--- config.mk ---
export PLATFORM = sky130hd
export DESIGN_NAME = vga_colorbar_gen
export DESIGN_NICKNAME = d
export VERILOG_FILES = /design/src/rtl/vga_pkg.sv /design/src/rtl/vga_timing.sv /design/src/rtl/vga_colorbar_gen.sv
export SDC_FILE = /design/constraint.sdc
export NUM_CORES = 1
export LEC_CHECK = 0
export BUFFER_PORTS_ARGS = -buffer_cell sky130_fd_sc_hd__buf_2
export CAP_MARGIN = 5
export CELL_PAD_IN_SITES_DETAIL_PLACEMENT = 2
export CELL_PAD_IN_SITES_GLOBAL_PLACEMENT = 2
export CORE_MARGIN = 2
export CORE_UTILIZATION = 37
export DETAILED_ROUTE_END_ITERATION = 10
export HOLD_SLACK_MARGIN = 0.06
export PLACE_DENSITY = 0.89
export REMOVE_ABC_BUFFERS = 1
export SYNTH_ARGS = -nofsm -noshare
export SYNTH_HDL_FRONTEND = slang
export SYNTH_SLANG_ARGS = --single-unit
--- constraint.sdc ---
create_clock -name vga_clk -period 4.25 [get_ports vga_clk]
set_input_delay 0.2125 -clock vga_clk [delete_from_list [all_inputs] [get_ports vga_clk]]
set_output_delay 0.2125 -clock vga_clk [all_outputs]
set_load 0.005 [all_outputs]
--- src/rtl/vga_pkg.sv ---
// vga_pkg: shared 640x480@60 timing defaults, colour constants and pattern encodings
// for the vga_clk-domain pixel sources.
package vga_pkg;

    localparam int VGA_H_SYNC  = 96;
    localparam int VGA_H_BACK  = 48;
    localparam int VGA_H_VALID = 640;
    localparam int VGA_H_FRONT = 16;
    localparam int VGA_V_SYNC  = 2;
    localparam int VGA_V_BACK  = 33;
    localparam int VGA_V_VALID = 480;
    localparam int VGA_V_FRONT = 10;

    localparam logic [23:0] WHITE   = 24'hFFFFFF;
    localparam logic [23:0] YELLOW  = 24'hFFFF00;
    localparam logic [23:0] CYAN    = 24'h00FFFF;
    localparam logic [23:0] GREEN   = 24'h00FF00;
    localparam logic [23:0] MAGENTA = 24'hFF00FF;
    localparam logic [23:0] RED     = 24'hFF0000;
    localparam logic [23:0] BLUE    = 24'h0000FF;
    localparam logic [23:0] BLACK   = 24'h000000;
    localparam logic [23:0] GREY    = 24'h808080;

    localparam logic [1:0] PAT_BAR  = 2'd0;
    localparam logic [1:0] PAT_CHK  = 2'd1;
    localparam logic [1:0] PAT_GRAD = 2'd2;
    localparam logic [1:0] PAT_GREY = 2'd3;

    function automatic logic [23:0] bar_rgb(input logic [2:0] i);
        logic [23:0] c;
        case (i)
            3'd0:    c = WHITE;
            3'd1:    c = YELLOW;
            3'd2:    c = CYAN;
            3'd3:    c = GREEN;
            3'd4:    c = MAGENTA;
            3'd5:    c = RED;
            3'd6:    c = BLUE;
            default: c = BLACK;
        endcase
        return c;
    endfunction

endpackage

--- src/rtl/vga_timing.sv ---
// vga_timing: h/v raster counters with unregistered region decode; the caller
// registers these so sync, DE and pixel leave on the same cycle.
module vga_timing #(
    parameter int H_SYNC  = vga_pkg::VGA_H_SYNC,
    parameter int H_BACK  = vga_pkg::VGA_H_BACK,
    parameter int H_VALID = vga_pkg::VGA_H_VALID,
    parameter int H_FRONT = vga_pkg::VGA_H_FRONT,
    parameter int V_SYNC  = vga_pkg::VGA_V_SYNC,
    parameter int V_BACK  = vga_pkg::VGA_V_BACK,
    parameter int V_VALID = vga_pkg::VGA_V_VALID,
    parameter int V_FRONT = vga_pkg::VGA_V_FRONT
) (
    input  logic       vga_clk,
    input  logic       sys_rst_n,
    output logic       hs_act,
    output logic       vs_act,
    output logic       de,
    output logic       sof,
    output logic [9:0] x,
    output logic [9:0] y
);

    localparam logic [9:0] HS   = 10'(H_SYNC);
    localparam logic [9:0] HA   = 10'(H_SYNC + H_BACK);
    localparam logic [9:0] HE   = 10'(H_SYNC + H_BACK + H_VALID);
    localparam logic [9:0] HMAX = 10'(H_SYNC + H_BACK + H_VALID + H_FRONT - 1);
    localparam logic [9:0] VS   = 10'(V_SYNC);
    localparam logic [9:0] VA   = 10'(V_SYNC + V_BACK);
    localparam logic [9:0] VE   = 10'(V_SYNC + V_BACK + V_VALID);
    localparam logic [9:0] VMAX = 10'(V_SYNC + V_BACK + V_VALID + V_FRONT - 1);

    logic [9:0] h_cnt;
    logic [9:0] v_cnt;
    logic       h_de;
    logic       v_de;

    always_ff @(posedge vga_clk) begin
        if (!sys_rst_n) begin
            h_cnt <= '0;
            v_cnt <= '0;
        end else begin
            h_cnt <= (h_cnt == HMAX) ? '0 : h_cnt + 10'd1;
            if (h_cnt == HMAX)
                v_cnt <= (v_cnt == VMAX) ? '0 : v_cnt + 10'd1;
        end
    end

    assign hs_act = h_cnt < HS;
    assign vs_act = v_cnt < VS;
    assign h_de   = (h_cnt >= HA) && (h_cnt < HE);
    assign v_de   = (v_cnt >= VA) && (v_cnt < VE);
    assign de     = h_de && v_de;
    assign sof    = (h_cnt == '0) && (v_cnt == '0);
    assign x      = de ? h_cnt - HA : '0;
    assign y      = de ? v_cnt - VA : '0;

endmodule

--- src/rtl/vga_colorbar_gen.sv ---
// vga_colorbar_gen: VGA raster timing plus a frame-latched test pattern, all outputs
// registered together for hdmi_ctrl.
module vga_colorbar_gen
    import vga_pkg::*;
#(
    parameter int   H_SYNC   = VGA_H_SYNC,
    parameter int   H_BACK   = VGA_H_BACK,
    parameter int   H_VALID  = VGA_H_VALID,
    parameter int   H_FRONT  = VGA_H_FRONT,
    parameter int   V_SYNC   = VGA_V_SYNC,
    parameter int   V_BACK   = VGA_V_BACK,
    parameter int   V_VALID  = VGA_V_VALID,
    parameter int   V_FRONT  = VGA_V_FRONT,
    parameter logic SYNC_POL = 1'b1
) (
    input  logic       vga_clk,
    input  logic       sys_rst_n,
    input  logic [1:0] pat_sel,
    output logic       hsync,
    output logic       vsync,
    output logic       rgb_valid,
    output logic [7:0] rgb_red,
    output logic [7:0] rgb_green,
    output logic [7:0] rgb_blue,
    output logic [9:0] pix_x,
    output logic [9:0] pix_y,
    output logic       frame_start
);

    logic        hs_act;
    logic        vs_act;
    logic        de;
    logic        sof;
    logic [9:0]  x;
    logic [9:0]  y;
    logic [1:0]  pat_q;
    logic [7:0]  frame_cnt;
    logic [2:0]  bar;
    logic [23:0] pix;

    vga_timing #(
        .H_SYNC(H_SYNC), .H_BACK(H_BACK), .H_VALID(H_VALID), .H_FRONT(H_FRONT),
        .V_SYNC(V_SYNC), .V_BACK(V_BACK), .V_VALID(V_VALID), .V_FRONT(V_FRONT)
    ) u_timing (
        .vga_clk(vga_clk),
        .sys_rst_n(sys_rst_n),
        .hs_act(hs_act),
        .vs_act(vs_act),
        .de(de),
        .sof(sof),
        .x(x),
        .y(y)
    );

    // bar index by comparing against each bar boundary instead of dividing
    always_comb begin
        bar = '0;
        for (int i = 1; i < 8; i++)
            if (x >= 10'(i * (H_VALID / 8))) bar = 3'(i);
    end

    always_comb
        pix = (pat_q == PAT_BAR)  ? bar_rgb(bar) :
              (pat_q == PAT_CHK)  ? ((x[5] ^ y[5]) ? WHITE : BLACK) :
              (pat_q == PAT_GRAD) ? {x[7:0], y[7:0], frame_cnt} : GREY;

    always_ff @(posedge vga_clk) begin
        if (!sys_rst_n) begin
            pat_q       <= PAT_BAR;
            frame_cnt   <= '0;
            hsync       <= ~SYNC_POL;
            vsync       <= ~SYNC_POL;
            rgb_valid   <= 1'b0;
            {rgb_red, rgb_green, rgb_blue} <= '0;
            pix_x       <= '0;
            pix_y       <= '0;
            frame_start <= 1'b0;
        end else begin
            if (sof) begin
                pat_q     <= pat_sel;
                frame_cnt <= frame_cnt + 8'd1;
            end
            hsync       <= hs_act ? SYNC_POL : ~SYNC_POL;
            vsync       <= vs_act ? SYNC_POL : ~SYNC_POL;
            rgb_valid   <= de;
            {rgb_red, rgb_green, rgb_blue} <= de ? pix : '0;
            pix_x       <= x;
            pix_y       <= y;
            frame_start <= sof;
        end
    end

endmodule

Yosys cells after proc, flatten, opt, wreduce, memory -nomap -nowiden:

Index checks and enable logic that the tools add are counted.

* latch bits: 0
* bits in writable memories: 0
* word-level logic and storage cells: 71
* flip-flop bits (word level): 78
* input bits: 4
* bits in read-only memories: 0
* memories: 0
* output and inout port bits: 48

* reductions and logical operators: 10
* multiply operators: 0
* bitwise operators: 2
* shifts and indexed selects: 0
* eq/ne operators: 10
* mux-type cells: 17
* order comparisons: 13
* divide/modulo/power cells: 0
* add/subtract/negate cells: 5

Operators with widths (number)
* $pmux 24 s7: 1
* $mux 24: 4
* $ge 10x8->1 const B: 3
* $ge 10x9->1 const B: 3
* $add 10x1->10 const B: 2
* $eq 10x10->1 const B: 2
* $logic_not 10->1: 2
* $lt 10x10->1 const B: 2
* $mux 10: 2
* $mux 3: 6
* $ge 10x10->1 const B: 1
* $ge 10x6->1 const B: 1
* $ge 10x7->1 const B: 1
* $lt 10x2->1 const B: 1
* $lt 10x7->1 const B: 1
* $sub 10x6->10 const B: 1
* $sub 10x8->10 const B: 1
* $eq 3x3->1 const B: 3
* $add 8x1->8 const B: 1
* $mux 8: 1
* $eq 3x2->1 const B: 2
* $logic_and 1x1->1: 4
* $eq 3x1->1 const B: 1
* $logic_not 3->1: 1
* other kinds (8): 10

Depth between registers and ports, before layout:

* depth after elaboration: 15
* mapped depth: 10
* gate-level depth less buffers: 8

Hierarchy:

A second synthesis with hierarchy kept.

* cells, all modules: 406
* area total of the unflattened synthesis: 3702.3 um^2

By module, submodules not included
* vga_colorbar_gen: instances 1, cells each 212, area each 2137.0 um^2, sequential area each 1161.1 um^2
* vga_timing: instances 1, cells each 194, area each 1565.3 um^2, sequential area each 400.4 um^2

Worst setup path after synthesis:

No wires, ideal clock.

* path kind: reg2reg
* start point: register u_timing.h_cnt[5]
* end point: register rgb_blue[0]
* data required time: 4.101 ns
* path slack: 1.804 ns
* path buffers: 2
* setup time: 0.149 ns
* cell stages (with the launch flop): 10
* arrival time: 2.297 ns
* period minus slack after synthesis: 2.446 ns
* path through: dfxtp_1 -> clkbuf_1 -> inv_1 -> ha_1 -> clkbuf_1 -> and4b_1 -> a311oi_1 -> o221ai_1 -> o211ai_1 -> a41oi_1

* word-level cells in the longest chain between the ends: 15
* elaborated cells between the ends (all ways): 34
* those cells by class: add/sub: 1; order compare: 9; eq/ne: 6; mux: 13; bitwise: 1; reduce/logical: 4

Ends and longest elaborated chain
* start: declaration: RTL line vga_timing.sv:32 `logic [9:0] h_cnt;`
* start signal: assignment: RTL line vga_timing.sv:42 `h_cnt <= (h_cnt == HMAX) ? '0 : h_cnt + 10'd1;`
* $ge 10x8->1 / $lt 10x10->1 (equally long branches): RTL line vga_timing.sv:50 `assign h_de = (h_cnt >= HA) && (h_cnt < HE);`
* $logic_and 1x1->1: RTL line vga_timing.sv:50
* $logic_and 1x1->1: RTL line vga_timing.sv:52 `assign de = h_de && v_de;`
* $mux 10: RTL line vga_timing.sv:54 `assign x = de ? h_cnt - HA : '0;`
* $ge 10x7->1: RTL line vga_colorbar_gen.sv:59 `if (x >= 10'(i * (H_VALID / 8))) bar = 3'(i);`
* $mux 1: RTL line vga_colorbar_gen.sv:59
* $mux 3 (6 in a row): RTL line vga_colorbar_gen.sv:59
* $eq 3x3->1 (tied with other cells): RTL line vga_pkg.sv:31 `case (i)`
* $pmux 24 s7: RTL line vga_pkg.sv:31
* $mux 24: RTL line vga_colorbar_gen.sv:63 `pix = (pat_q == PAT_BAR) ? bar_rgb(bar) :`
* end signal: assignment: RTL line vga_colorbar_gen.sv:86 `{rgb_red, rgb_green, rgb_blue} <= de ? pix : '0;`
* end: declaration: RTL line vga_colorbar_gen.sv:24 `output logic [7:0] rgb_blue,`

Parallel ways exist; a longest one is shown, timed or not.
A chain may end at the register's enable or synchronous reset.

Worst setup path in the final report:

* start point: register u_timing.h_cnt[5]
* end point: register rgb_green[0]

* word-level cells in the longest chain between the ends: 15
* elaborated cells between the ends (all ways): 35
* those cells by class: add/sub: 1; order compare: 9; eq/ne: 6; mux: 14; bitwise: 1; reduce/logical: 4

Ends and longest elaborated chain
* $ge 10x8->1 / $lt 10x10->1 (equally long branches): RTL line vga_timing.sv:50
* $logic_and 1x1->1: RTL line vga_timing.sv:50
* $logic_and 1x1->1: RTL line vga_timing.sv:52
* $mux 10: RTL line vga_timing.sv:54
* $ge 10x7->1: RTL line vga_colorbar_gen.sv:59
* $mux 1: RTL line vga_colorbar_gen.sv:59
* $mux 3 (6 in a row): RTL line vga_colorbar_gen.sv:59
* $eq 3x3->1 (tied with other cells): RTL line vga_pkg.sv:31
* $pmux 24 s7: RTL line vga_pkg.sv:31
* $mux 24: RTL line vga_colorbar_gen.sv:63
* end signal: assignment: RTL line vga_colorbar_gen.sv:86
* end: declaration: RTL line vga_colorbar_gen.sv:23 `output logic [7:0] rgb_green,`

Parallel ways exist; a longest one is shown, timed or not.

==> results.txt <==
* Via count of the routed design: between 3,000 and 4,000
- Number of gates given a new drive strength after cts: 0
- The synthesized netlist contains 75 unique library cells.
- Finish-stage setup viols: 0
* Final RePlAce weighted congestion: about 0.84
- Number of DRC violations after detailed-routing iteration 0: about 140
* Vert. Die Dim: 105 um
- Counting every sink on the clock net gives 78.
- Number of hold violations in the final report: 0
- CP required: between 4000 and 5000 ps
* Critical Path Fanout Max: 28
* Fillers: 1,139
- Highest cell delay on the worst timing path: slightly below 700 ps
- Setup TNS: 0 ps
- Smallest setup slack after layout: between 700 and 800 ps
* Switching fraction of total power: about a quarter
* Fraction of power consumed by combinational cells: 5.1%
* Synthesized area divided by synthesized cell count: around 8.8 sq um
- The initial antenna violation count is 0.
- Clock network fraction of design power: 42.7%
- Most common library cell in the layout ignoring fill and taps: dfxtp_1
- Post-layout net count: 470
- For this block, the routed nets add up to 12,200 um of wire.
- First-pass GRT wire length: about 20,000 um
- After detailed routing, the number of remaining DRC violations is 0.
* Worst setup path category: reg2reg
- Transition time of the tightest slew-check pin: a little over 900 ps
- PwrDens: between 300 and 400 nW/um^2
- During placement, the flow inserted port buffers numbering 51.
- N_diodes: 0
* Number of buffers on the longest clock path: 2
- Flop pwr share: a little over half
- The detail route stage leaves a number of antenna-violating nets equal to 0.
* Endpoint type of the worst setup path: flop
* Routed length per instance: approximately 20 um
- For this run the aggregate overflow at the end of global routing stands at 0.
- Reported leakage power: between 1.5 and 2 nW
- Worst clock skew: 11.6 ps
- Root buf cell: clkbuf_8
* Max Clk Rate: a little under 0.3 GHz
* Worst setup timing slack at the placement stage: roughly 840 ps
- TritonCTS created 9 clock buffers.
* Max-capacitance violation count: 0
* Fraction of layout instances using a drive strength above 1: between 10% and 20%
- Counting flops and latches in the post-synthesis netlist gives ~80.
* Number of global-route vias before repair: ~3,500
- Commonest non-fill, non-tap cells in the layout: 78 x dfxtp_1, 51 x buf_2, 48 x nor2_1
- The max-slew violation count is 0.
- Arrival @ worst endpoint: about 3700 ps
- Startpoint type of the worst setup path: flop
* Ys Warns: 0
* Synth-to-Final Area Change: 13.2%
- Of all flip-flops after synthesis, the portion carrying an async set or reset was 0%.
* Hpwl dp: a little under 9000 um
* Die Width: ~100 um
- Largest voltage drop on the vdd net: between 0.00015 and 0.0002 V
- Traced cell by cell, the critical path runs through inv_1 -> ha_1 -> nand2b_2 -> o41ai_1 -> a211oi_4 -> nand3_2 -> buf_4 -> a31oi_1.
* Gr usage total: 22.8%
- In this run, synthesis inferred 0 flip-flops with an integrated enable.
* Sequential cell area fraction in the yosys report: 41.6%
* Floorplan die area: around 11,000 sq um
- After layout, the minimum clock period comes to about 3500 ps.
- After clock tree synthesis, the setup repair step added 0 buffers.
- Entering global routing, the biggest net connects 29 pins.
* Cell class contributing the biggest share of worst-path delay: simple AND/OR/NAND/NOR gates
* Number of hold-repair buffers added at the cts stage: 0
- Detailed-router iteration count before antenna repair: 6
- Clock tree from TritonCTS: done
- The later pin in the worst-skew pair is clocked with a latency of approximately 370 ps.
- Hold/Removal Path Class: in2reg
* Via count normalized by instance count: ~5.6
* Sw power: roughly 0.35 mW
- In this run the count of I/O pins placed on the die edge is between 50 and 60.
* Gate count after technology mapping: between 400 and 500
- Initial Utilization: 38.2%
- Floorplan Core Area: 9820 sq um
- Summing every instance area after synthesis gives between 3000 and 4000 sq um.
- H-tree level count: 3
- Together, buffers and inverters on the worst path number 2.
- Placement row count: 36
* Slowest-stage cell, CP: nand3_2
- RSZ-0062 raised after global routing: false
- Final Cycle Share: between 80% and 90%
* Primary flip-flop cell chosen by synthesis mapping: dfxtp_1
- Clock-pin slew was measured on the worst setup and hold paths at around 80 ps.
* Run status: complete, no violations
- Relative slew slack: about two fifths
* Cell internal pwr: between 1 and 1.5 mW
-- power groups by stage --
stage | logic [mW] | clock network [mW] | registers, mW
global route | 0.0818 | 0.663 | 0.758
detailed placement | 0.0738 | 0 | 0.772
global placement | 0.0673 | 0 | 0.771
floorplan | 0.0491 | 0 | 0.767
CTS | 0.0747 | 0.629 | 0.755
finish | 0.0744 | 0.620 | 0.756
-- cell families (layout without fill, tap and decap cells) --
| logic type | after synthesis | after routing | synth area share (%) |
|---|---|---|---|
| AND/OR/NAND/NOR | 169 | 169 | 25.0 |
| flip-flops | 78 | 78 | 41.6 |
| adder cells (fa/ha/maj) | 8 | 8 | 2.67 |
| XOR/XNOR | 24 | 24 | 5.61 |
| multiplexers | 4 | 4 | 1.07 |
| AO/OA/AOI/OAI | 91 | 91 | 17.9 |
| buffers and inverters | 53 | 89 | 6.17 |
-- tightest hold or removal path, delay by kind of cell --
| kind | cells | cell delay (ps) |
|---|---|---|
| muxes | 1 | 60 |
| and+or+nand+nor | 1 | 100 |
| buffers and inverters | 1 | 80 |
-- routing by layer --
metal,track usage [%],vias to the layer above,part of all wire [%]
li1,-,1570,-
met1,27.7,1695,43
met2,40.1,68,51
met3,3.43,25,2.6
met4,9.81,0,2.4
met5,0,-,0
-- worst paths after layout --
check	endpoint	slack, ps	cells after the start	start
worst min-delay path	pat_q[1]$_SDFFE_PN0P_	130	3	pat_sel[1]
worst max register to register	rgb_green[0]$_SDFF_PN0_	790	8	u_timing.h_cnt[5]$_SDFF_PP0_
worst max-delay path	rgb_green[0]$_SDFF_PN0_	790	8	u_timing.h_cnt[5]$_SDFF_PP0_
worst min register to register	u_timing.v_cnt[8]$_SDFFE_PN0P_	530	2	u_timing.v_cnt[8]$_SDFFE_PN0P_
-- flip-flops by register name, summed over array words and instances, names as in the netlist --
signal	count
frame_cnt	8
frame_start	1
hsync	1
pat_q	2
pix_x	10
pix_y	10
rgb_blue	8
rgb_green	8
rgb_red	8
rgb_valid	1
u_timing.h_cnt	10
u_timing.v_cnt	10
vsync	1
-- synthesized netlist by cell type, types with 11 or more instances --
master	count	share of area, %
inv_1	20	2.0
nand3_1	21	2.8
dfxtp_1	78	42
nand2_1	24	2.4
a21oi_1	27	3.6
clkbuf_1	11	1.1
buf_2	17	2.3
xnor2_1	18	4.2
nor2_1	48	4.8
o21ai_0	11	1.5
-- cell type report --
cell class	instances	area, sq um	share of cell area, %
flip-flops and latches	78	1560	36.8
inverters	20	75.1	1.77
well taps	133	166	3.92
clock buffers	11	131	3.10
repair buffers	53	270	6.37
multi-input cells	296	1960	46.1
clock inverters	5	82.6	1.95
-- per-stage QoR --
step / hold slack, ps / area (sq um) / std cells / utilization [%] / power, mW
final: 127 / 4240 / 596 / 43.2 / 1.45
after global routing: 162 / 4240 / 596 / 43.2 / 1.50
after CTS: 119 / 4240 / 596 / 43.2 / 1.46
after detailed placement: 480 / 4030 / 580 / 41.0 / 0.845
after global placement: 464 / 4030 / 580 / 41.0 / 0.838
after floorplan: 326 / 3590 / 394 / - / 0.816
(Power assumes the default switching activity.)
